--- src/rtl/int_div_unit_if.sv ---
// Launch/result signal bundle between the EXE-stage control logic and the integer divider.
// The master drives the launch side; the slave returns the result side.
`timescale 1ns/1ps
interface int_div_unit_if #(parameter int XLEN = 32) ();
  // A launch is one cycle of start=1 while busy=0 and flush=0; the result is valid for exactly
  // the cycles where p_last=1, and hold=1 stretches that window until hold drops or flush arrives.
  logic            start;
  logic [1:0]      op;
  logic [XLEN-1:0] rs1_data;
  logic [XLEN-1:0] rs2_data;
  logic [4:0]      rd_in;
  logic            flush;
  logic            hold;
  logic [XLEN-1:0] result;
  logic [4:0]      rd_out;
  logic            p_last;
  logic            busy;

  modport master (
    output start, op, rs1_data, rs2_data, rd_in, flush, hold,
    input  result, rd_out, p_last, busy
  );

  modport slave (
    input  start, op, rs1_data, rs2_data, rd_in, flush, hold,
    output result, rd_out, p_last, busy
  );
endinterface

--- src/rtl/int_div_unit.sv ---
// Iterative radix-2 restoring divider for DIV/DIVU/REM/REMU: 32 CALC steps plus a DONE cycle,
// with divide-by-zero and signed overflow resolved directly at launch.
`timescale 1ns/1ps
module int_div_unit #(
    parameter int XLEN  = 32,
    parameter int CNT_W = 5
) (
    input  logic                 clk,
    input  logic                 reset_n,
    int_div_unit_if.slave        dif,
    output logic [1:0]           dbg_state
);

    typedef enum logic [1:0] {
        IDLE = 2'd0,
        CALC = 2'd1,
        DONE = 2'd2
    } state_t;

    localparam logic [XLEN-1:0] INT_MIN = {1'b1, {(XLEN-1){1'b0}}};

    state_t          state;
    logic [CNT_W-1:0] cnt;
    logic [1:0]      op_q;
    logic            neg_quo;
    logic            neg_rem;
    logic [XLEN-1:0] divisor;
    logic [XLEN-1:0] rem;
    logic [XLEN-1:0] quo;
    logic [XLEN-1:0] result_q;
    logic [4:0]      rd_q;
    logic            p_last_q;

    logic            is_signed;
    logic [XLEN-1:0] a_abs;
    logic [XLEN-1:0] b_abs;
    logic [XLEN:0]   rem_sh;
    logic [XLEN:0]   trial;
    logic [XLEN-1:0] rem_nx;
    logic [XLEN-1:0] quo_nx;
    logic [XLEN-1:0] quo_fix;
    logic [XLEN-1:0] rem_fix;

    // op[0]=0 selects the signed variants (DIV, REM); op[1]=1 selects the remainder.
    always_comb begin
        is_signed = ~dif.op[0];
        a_abs     = (is_signed && dif.rs1_data[XLEN-1]) ? -dif.rs1_data : dif.rs1_data;
        b_abs     = (is_signed && dif.rs2_data[XLEN-1]) ? -dif.rs2_data : dif.rs2_data;
    end

    // One restoring step on {rem,quo}; the extra top bit of trial is the borrow.
    always_comb begin
        rem_sh = {rem, quo[XLEN-1]};
        trial  = rem_sh - {1'b0, divisor};
        if (!trial[XLEN]) begin
            rem_nx = trial[XLEN-1:0];
            quo_nx = {quo[XLEN-2:0], 1'b1};
        end else begin
            rem_nx = rem_sh[XLEN-1:0];
            quo_nx = {quo[XLEN-2:0], 1'b0};
        end
        quo_fix = neg_quo ? -quo_nx : quo_nx;
        rem_fix = neg_rem ? -rem_nx : rem_nx;
    end

    always_ff @(posedge clk) begin
        if (!reset_n) begin
            state    <= IDLE;
            cnt      <= '0;
            op_q     <= '0;
            neg_quo  <= 1'b0;
            neg_rem  <= 1'b0;
            divisor  <= '0;
            rem      <= '0;
            quo      <= '0;
            result_q <= '0;
            rd_q     <= '0;
            p_last_q <= 1'b0;
        end else begin
            case (state)
                IDLE: begin
                    p_last_q <= 1'b0;
                    if (dif.start && !dif.flush) begin
                        op_q    <= dif.op;
                        rd_q    <= dif.rd_in;
                        neg_quo <= is_signed && (dif.rs1_data[XLEN-1] ^ dif.rs2_data[XLEN-1]);
                        neg_rem <= is_signed && dif.rs1_data[XLEN-1];
                        divisor <= b_abs;
                        quo     <= a_abs;
                        rem     <= '0;
                        cnt     <= '0;
                        if (dif.rs2_data == '0) begin
                            state    <= DONE;
                            p_last_q <= 1'b1;
                            result_q <= dif.op[1] ? dif.rs1_data : '1;
                        end else if (is_signed && dif.rs1_data == INT_MIN && dif.rs2_data == '1) begin
                            state    <= DONE;
                            p_last_q <= 1'b1;
                            result_q <= dif.op[1] ? '0 : INT_MIN;
                        end else begin
                            state <= CALC;
                        end
                    end
                end
                CALC: begin
                    if (dif.flush) begin
                        state <= IDLE;
                    end else begin
                        rem <= rem_nx;
                        quo <= quo_nx;
                        cnt <= cnt + CNT_W'(1);
                        if (cnt == CNT_W'(XLEN-1)) begin
                            state    <= DONE;
                            p_last_q <= 1'b1;
                            result_q <= op_q[1] ? rem_fix : quo_fix;
                        end
                    end
                end
                DONE: begin
                    // flush outranks hold so a killed result never lingers.
                    if (dif.flush || !dif.hold) begin
                        state    <= IDLE;
                        p_last_q <= 1'b0;
                    end
                end
                default: begin
                    state    <= IDLE;
                    p_last_q <= 1'b0;
                end
            endcase
        end
    end

    assign dif.result = result_q;
    assign dif.rd_out = rd_q;
    assign dif.p_last = p_last_q;
    assign dif.busy   = (state != IDLE);
    assign dbg_state  = state;

endmodule

--- src/flat_wrapper.sv ---
// flat-port wrapper written by rule: the top's interface ports become plain ports
module int_div_unit_flat 
#(
    parameter int XLEN  = 32,
    parameter int CNT_W = 5
)
  (clk, reset_n, dbg_state, dif_start, dif_op, dif_rs1_data, dif_rs2_data, dif_rd_in, dif_flush, dif_hold, dif_result, dif_rd_out, dif_p_last, dif_busy);
  int_div_unit_if #(.XLEN(XLEN)) dif_i ();
  input  logic clk;
  input  logic reset_n;
  output logic [1:0] dbg_state;
  input wire logic [$bits(dif_i.start)-1:0] dif_start;
  input wire logic [$bits(dif_i.op)-1:0] dif_op;
  input wire logic [$bits(dif_i.rs1_data)-1:0] dif_rs1_data;
  input wire logic [$bits(dif_i.rs2_data)-1:0] dif_rs2_data;
  input wire logic [$bits(dif_i.rd_in)-1:0] dif_rd_in;
  input wire logic [$bits(dif_i.flush)-1:0] dif_flush;
  input wire logic [$bits(dif_i.hold)-1:0] dif_hold;
  output wire logic [$bits(dif_i.result)-1:0] dif_result;
  output wire logic [$bits(dif_i.rd_out)-1:0] dif_rd_out;
  output wire logic [$bits(dif_i.p_last)-1:0] dif_p_last;
  output wire logic [$bits(dif_i.busy)-1:0] dif_busy;
  assign dif_i.start = dif_start;
  assign dif_i.op = dif_op;
  assign dif_i.rs1_data = dif_rs1_data;
  assign dif_i.rs2_data = dif_rs2_data;
  assign dif_i.rd_in = dif_rd_in;
  assign dif_i.flush = dif_flush;
  assign dif_i.hold = dif_hold;
  assign dif_result = dif_i.result;
  assign dif_rd_out = dif_i.rd_out;
  assign dif_p_last = dif_i.p_last;
  assign dif_busy = dif_i.busy;
  int_div_unit #(.XLEN(XLEN), .CNT_W(CNT_W)) u_core (.clk(clk), .reset_n(reset_n), .dif(dif_i), .dbg_state(dbg_state));
endmodule
--- config.mk ---
export PLATFORM = sky130hd
export DESIGN_NAME = int_div_unit_flat
export DESIGN_NICKNAME = d
export VERILOG_FILES = /design/src/rtl/int_div_unit_if.sv /design/src/rtl/int_div_unit.sv /design/src/flat_wrapper.sv
export SDC_FILE = /design/constraint.sdc
export NUM_CORES = 1
export LEC_CHECK = 0
export ABC_AREA = 1
export BUFFER_PORTS_ARGS = -buffer_cell sky130_fd_sc_hd__buf_2
export CAP_MARGIN = 20
export CORE_MARGIN = 3
export CORE_UTILIZATION = 48
export DETAILED_ROUTE_END_ITERATION = 10
export GPL_ROUTABILITY_DRIVEN = 1
export GPL_TIMING_DRIVEN = 0
export HOLD_SLACK_MARGIN = 0.05
export PLACE_DENSITY = 0.71
export SYNTH_ARGS = -nofsm -noshare
export SYNTH_HDL_FRONTEND = slang
export SYNTH_SLANG_ARGS = --single-unit
--- constraint.sdc ---
create_clock -name clk -period 3.6 [get_ports clk]
set_input_delay 0.18 -clock clk [delete_from_list [all_inputs] [get_ports clk]]
set_output_delay 0.18 -clock clk [all_outputs]
set_load 0.05 [all_outputs]
### Word level (Yosys, flattened, before mapping)

Index checks and enable logic that the tools add are counted.
W data, S select, Z words.

* reductions and logical operators: 18
* muxes and demuxes: 38
* add/sub/neg operators: 6
* equal/unequal tests: 11
* bitwise gates (word level): 2

Operators by type and width (number)
* $mux W32: 17
* $pmux W32 S2: 3
* $neg A32 Y32: 4
* $eq A32 B32 Y1 const B: 2
* $sub A33 B32 Y33: 1
* $logic_not A32 Y1: 1
* $mux W2: 6
* $mux W5: 2
* $pmux W5 S2: 1
* $reduce_and A3 Y1: 3
* $mux W1: 7
* $logic_and A1 B1 Y1: 6
* $ne A2 B1 Y1 const B: 3
* $pmux W2 S3: 1
* $add A5 B1 Y5 const B: 1
* $eq A5 B5 Y1 const B: 1
* $reduce_and A5 Y1: 1
* $reduce_bool A2 Y1: 2
* $ne A3 B1 Y1 const B: 1
* $ne A3 B2 Y1 const B: 1
* $pmux W1 S3: 1
* $eq A2 B1 Y1 const B: 1
* $eq A2 B2 Y1 const B: 1
* $logic_not A1 Y1: 2
* 6 further kinds: 6

* logic and storage cells: 86
* register bits: 145

### Longest topological paths before layout

* depth in word-level cells: 8
* depth in mapped cells: 32
* mapped depth without buffers: 31

### Worst setup path after synthesis

No wires, ideal clock.

* path kind: register to register
* from: register u_core.quo[31]
* to: register u_core.result_q[26], in the netlist u_core.dif.result[26]
* data required time: 3532 ps
* cell stages (with the launch flop): 33
* path buffers: 1
* period minus slack after synthesis: 3932 ps
* arrival time: 3864 ps
* slack: -332 ps
* cell sequence: dfxtp_1 > inv_1 > ha_1 > fa_1 > inv_1 > nand2_1 > nand2_1 > nand3_1 > nand2_2 > nand2_2 > nand2_2 > nand2_4 > nand2_4 > nand2_4 > nand2_8 > buf_6 > ha_1 > nand3_1 > nor3_1 > nand2_1 > nor3_1 > nand4_1 > nor3_1 > nand2_1 > nand2_1 > o21ai_0 > nand2_1 > nand2_1 > o21ai_0 > inv_1 > nand2_1 > nand2_1 > a21oi_2

* longest elaborated chain between the ends: 8

Ends and longest elaborated chain
* start, declared: RTL line int_div_unit.sv:29 `logic [XLEN-1:0] quo;`
* start signal, assigned: RTL line int_div_unit.sv:89 `quo <= a_abs;`
* start signal, assigned: RTL line int_div_unit.sv:110 `quo <= quo_nx;`
* $sub A33 B32 Y33: RTL line int_div_unit.sv:54 `trial = rem_sh - {1'b0, divisor};`
* $mux W1 / $mux W32 (equally long branches): RTL line int_div_unit.sv:55 `if (!trial[XLEN]) begin`
* $neg A32 Y32, on equally long branches: RTL line int_div_unit.sv:62, int_div_unit.sv:63
* $mux W32, on equally long branches: RTL line int_div_unit.sv:62, int_div_unit.sv:63
* $mux W32 *: RTL line int_div_unit.sv:115 `result_q <= op_q[1] ? rem_fix : quo_fix;`
* $mux W32 *: RTL line int_div_unit.sv:112 `if (cnt == CNT_W'(XLEN-1)) begin`
* $mux W32 *: RTL line int_div_unit.sv:106 `if (dif.flush) begin`
* $pmux W32 S2 *: RTL line int_div_unit.sv:80 `case (state)`
* end signal, assigned: RTL line int_div_unit.sv:95 `result_q <= dif.op[1] ? dif.rs1_data : '1;`
* end signal, assigned: RTL line int_div_unit.sv:99 `result_q <= dif.op[1] ? '0 : INT_MIN;`
* end signal, assigned: RTL line int_div_unit.sv:115
* end, declared: RTL line int_div_unit.sv:30 `logic [XLEN-1:0] result_q;`

Every way passes the cells marked *; elsewhere a longest branch is shown, timed or not. The select of a mux whose other input is x is not followed.
A chain may end at the register's enable or synchronous reset.

### Final worst setup path

* from: register u_core.quo[31]
* to: register u_core.result_q[30], in the netlist u_core.dif.result[30]

The elaborated chain is that of the path after synthesis.

==> results.toml <==
[status]
status = "finished, violations left"
violations = "setup timing"

[timing]
max_slew_margin_pct = 44.5
clock_skew_ps = 19.7
finalCritPeriodShare_pct = 101
rsz0062_at_grt = "yes"
slew_violations = 0
worst_pin_slew_ps = 825
fin_crit_ps = 3630
finalSetupViolations = 2
maxClockFrequency_mhz = 275
timing.final.ws_setup_ps = -30.2
hold_viol = 0

[cts]
cts_root_buf = "clkbuf_16"
cts_buffer_depth = 2
path_clk_slew_ps = 70
cts_tree = "built"
cts_buffers = 17
h-tree-depth = 4
cts.sinks = 144
clock_latency_ps = 440

[die]
die-height_um = 170
fp-row-count = 59
start_util_pct = 49.1
io_pins = 117
dieArea_sq_um = 28800
die_w_um = 170
core_sq_um = 26200

[final_layout]
final_area_sq_um = 15300
diodes = 0
drive_gt1_share_pct = 14.9
fillers = 2648
syn_to_final_growth_pct = 18.6
layout.nets = 2540

[global_routing]
grt_usage_pct = 33.7
grt_util_met2_pct = 50.1
busiest_layer = "met2"
grt_pass1_vias = 13900
grt_first_pass_wirelength_um = 76200
grt-ovfl-total = 0
use_met1_pct = 49.9
use_met3_pct = 5.73
grt_max_degree = 17
antenna_found_initial = 1

[placement]
pre_cts_ws_ps = -787
place_area_sq_um = 13900
dp_hpwl_um = 39300
portBuffers = 116
gp_congestion = 1.01

[power]
power_density_nw_per_um2 = 397
p_leak_nw = 7.55
ir_worst_vdd_v = 0.000290

[route]
drt-initial-drc-count = 1776
avgViaCountPerCell = 5.64
final_antenna_net_count = 0
vias = 15600
totalWireLength_um = 50800
drcViolationCount = 0
avgRoutedWirePerCell_um = 18.3
dr.pass1.iters = 7

[synthesis]
synth_area_leader_cell = "dfxtp_1"
yosysMostFrequentCell = "nand2_1"
synthArstFlopShare_pct = 0
syn_area_per_cell_sq_um = 5.69
syn_nets = 2379
synthCells = 2263
synth_ff_type = "dfxtp_1"
synth_area_leaders = "dfxtp_1 (22%), nand2_1 (20%), inv_1 (9.0%)"
yosysUniqueCellTypes = 51
synth_edf_count = 0
synth_warnings = 0
synth_commonest_cells = "nand2_1 (682), inv_1 (309), nor2_1 (247), a21oi_1 (197), dfxtp_1 (144)"
synth_area_sq_um = 12900
synth-seq-cells = 144
synth_seq_area_share_pct = 22.4
synth_top_area_share_pct = 22.4

[setup_path]
arrival_ps = 3990
path_class = "flip-flop to flip-flop"
endpoint_kind = "flip-flop"
critPathSlowestCell = "fa_2"
worstPathRequired_ps = 3960
worst_path_largest_cell_delay_ps = 350
cp-start-kind = "flip-flop"
crit_path_max_fanout = 3
cpMostUsedCell = "nand2_2"

[hold_path]
hp-class = "input pin to flip-flop"

[job]
cap_viol_max_count = 0
[path summary, 6_finish.rpt]
check	startpoint	end	slack, ps	cells past startpoint
setup / recovery	u_core.quo[31]	u_core.dif.result[30]	-30	31
setup reg to reg	u_core.quo[31]	u_core.dif.result[30]	-30	31
hold / removal	dif_rs2_data[15]	u_core.divisor[15]	100	3
hold reg to reg	u_core.dif.result[21]	u_core.dif.result[21]	460	2
[timing repair]
item                                   in CTS  in global routing
endpoints found under the hold margin       5                  0
setup buffers                              12                  9
hold buffers                                5                  0
gates cloned                                0                  1
resized for setup                          37                 87
pin swaps                                  15                 24
setup endpoints to repair                  33                 39
[layout make-up]
type | count | area [sq um] | share of cell area, %
buffer | 86 | 383 | 2.51
clock buffer | 19 | 443 | 2.90
clock inverter | 13 | 141 | 0.926
inverter | 317 | 1190 | 7.82
multi-input combinational | 1715 | 8980 | 58.8
sequential | 144 | 2890 | 18.9
tap | 335 | 419 | 2.74
timing repair buffer | 143 | 817 | 5.35
[metrics by stage]
step / utilization (%) / setup TNS (ps) / power (mW) / hold WS [ps] / std cells
finish: 58.3 / -47.1 / 6.07 / 102 / 2772
global route: 58.3 / -1670 / 6.36 / 111 / 2772
CTS: 56.7 / -251 / 5.87 / 92.2 / 2763
detailed placement: 53.2 / -8860 / 3.98 / 446 / 2714
global placement: 53.2 / -9290 / 3.96 / 427 / 2714
floorplan: - / -295 / 3.34 / 299 / 2263
[cell usage in the layout, fill, tap and decap left out, drive strengths merged, types with 22 or more instances in the layout]
master,synthesis,routed
nand2,718,718
inv,314,322
nor2,258,258
a21oi,206,206
buf,20,156
o21ai,150,150
dfxtp,144,144
nand3,141,141
clkbuf,67,87
xor2,42,42
ha,39,39
nor3,36,36
nand4,22,22
[worst max-delay path, delay by kind of cell (launching register included)]
family                     cells  cell delay, ps
AOI/OAI and AO/OA              4             380
and+or+nand+nor               21            2000
DFF                            1             340
buffers and inverters          3             170
adders and majority gates      3             660
[power breakdown]
group,internal [mW],total (mW),switching [mW]
Clock,1.00,1.83,0.834
Sequential,1.69,1.81,0.116
Combinational,0.757,2.42,1.66
[state kept, by name, summed over array words and instances, names as in the netlist]
signal / cells
u_core.quo: 32
u_core.neg_rem: 1
u_core.dif.p_last: 1
u_core.dif.rd_out: 5
u_core.cnt: 5
u_core.rem: 32
u_core.divisor: 32
u_core.dif.result: 32
u_core.op_q: 1
u_core.neg_quo: 1
u_core.dbg_state: 2
[routing by layer]
metal  wire, um  share of wire (%)  vias up
met5          9              0.018        -
met4       1550                3.1        2
met3       5750                 11      113
met2      21000                 41      886
met1      22500                 44     7073
li1           -                  -     7571
[cells by family (layout without fill, tap and decap cells)]
family | Yosys count | after routing | share of synthesized area, %
xor+xnor | 55 | 55 | 3.74
buf+inv | 404 | 578 | 12.3
compound gates | 421 | 421 | 18.0
simple gates | 1199 | 1199 | 39.6
flops | 144 | 144 | 22.4
fa+ha+maj | 40 | 40 | 3.95
No activity file was read; power rests on OpenSTA's default activity.
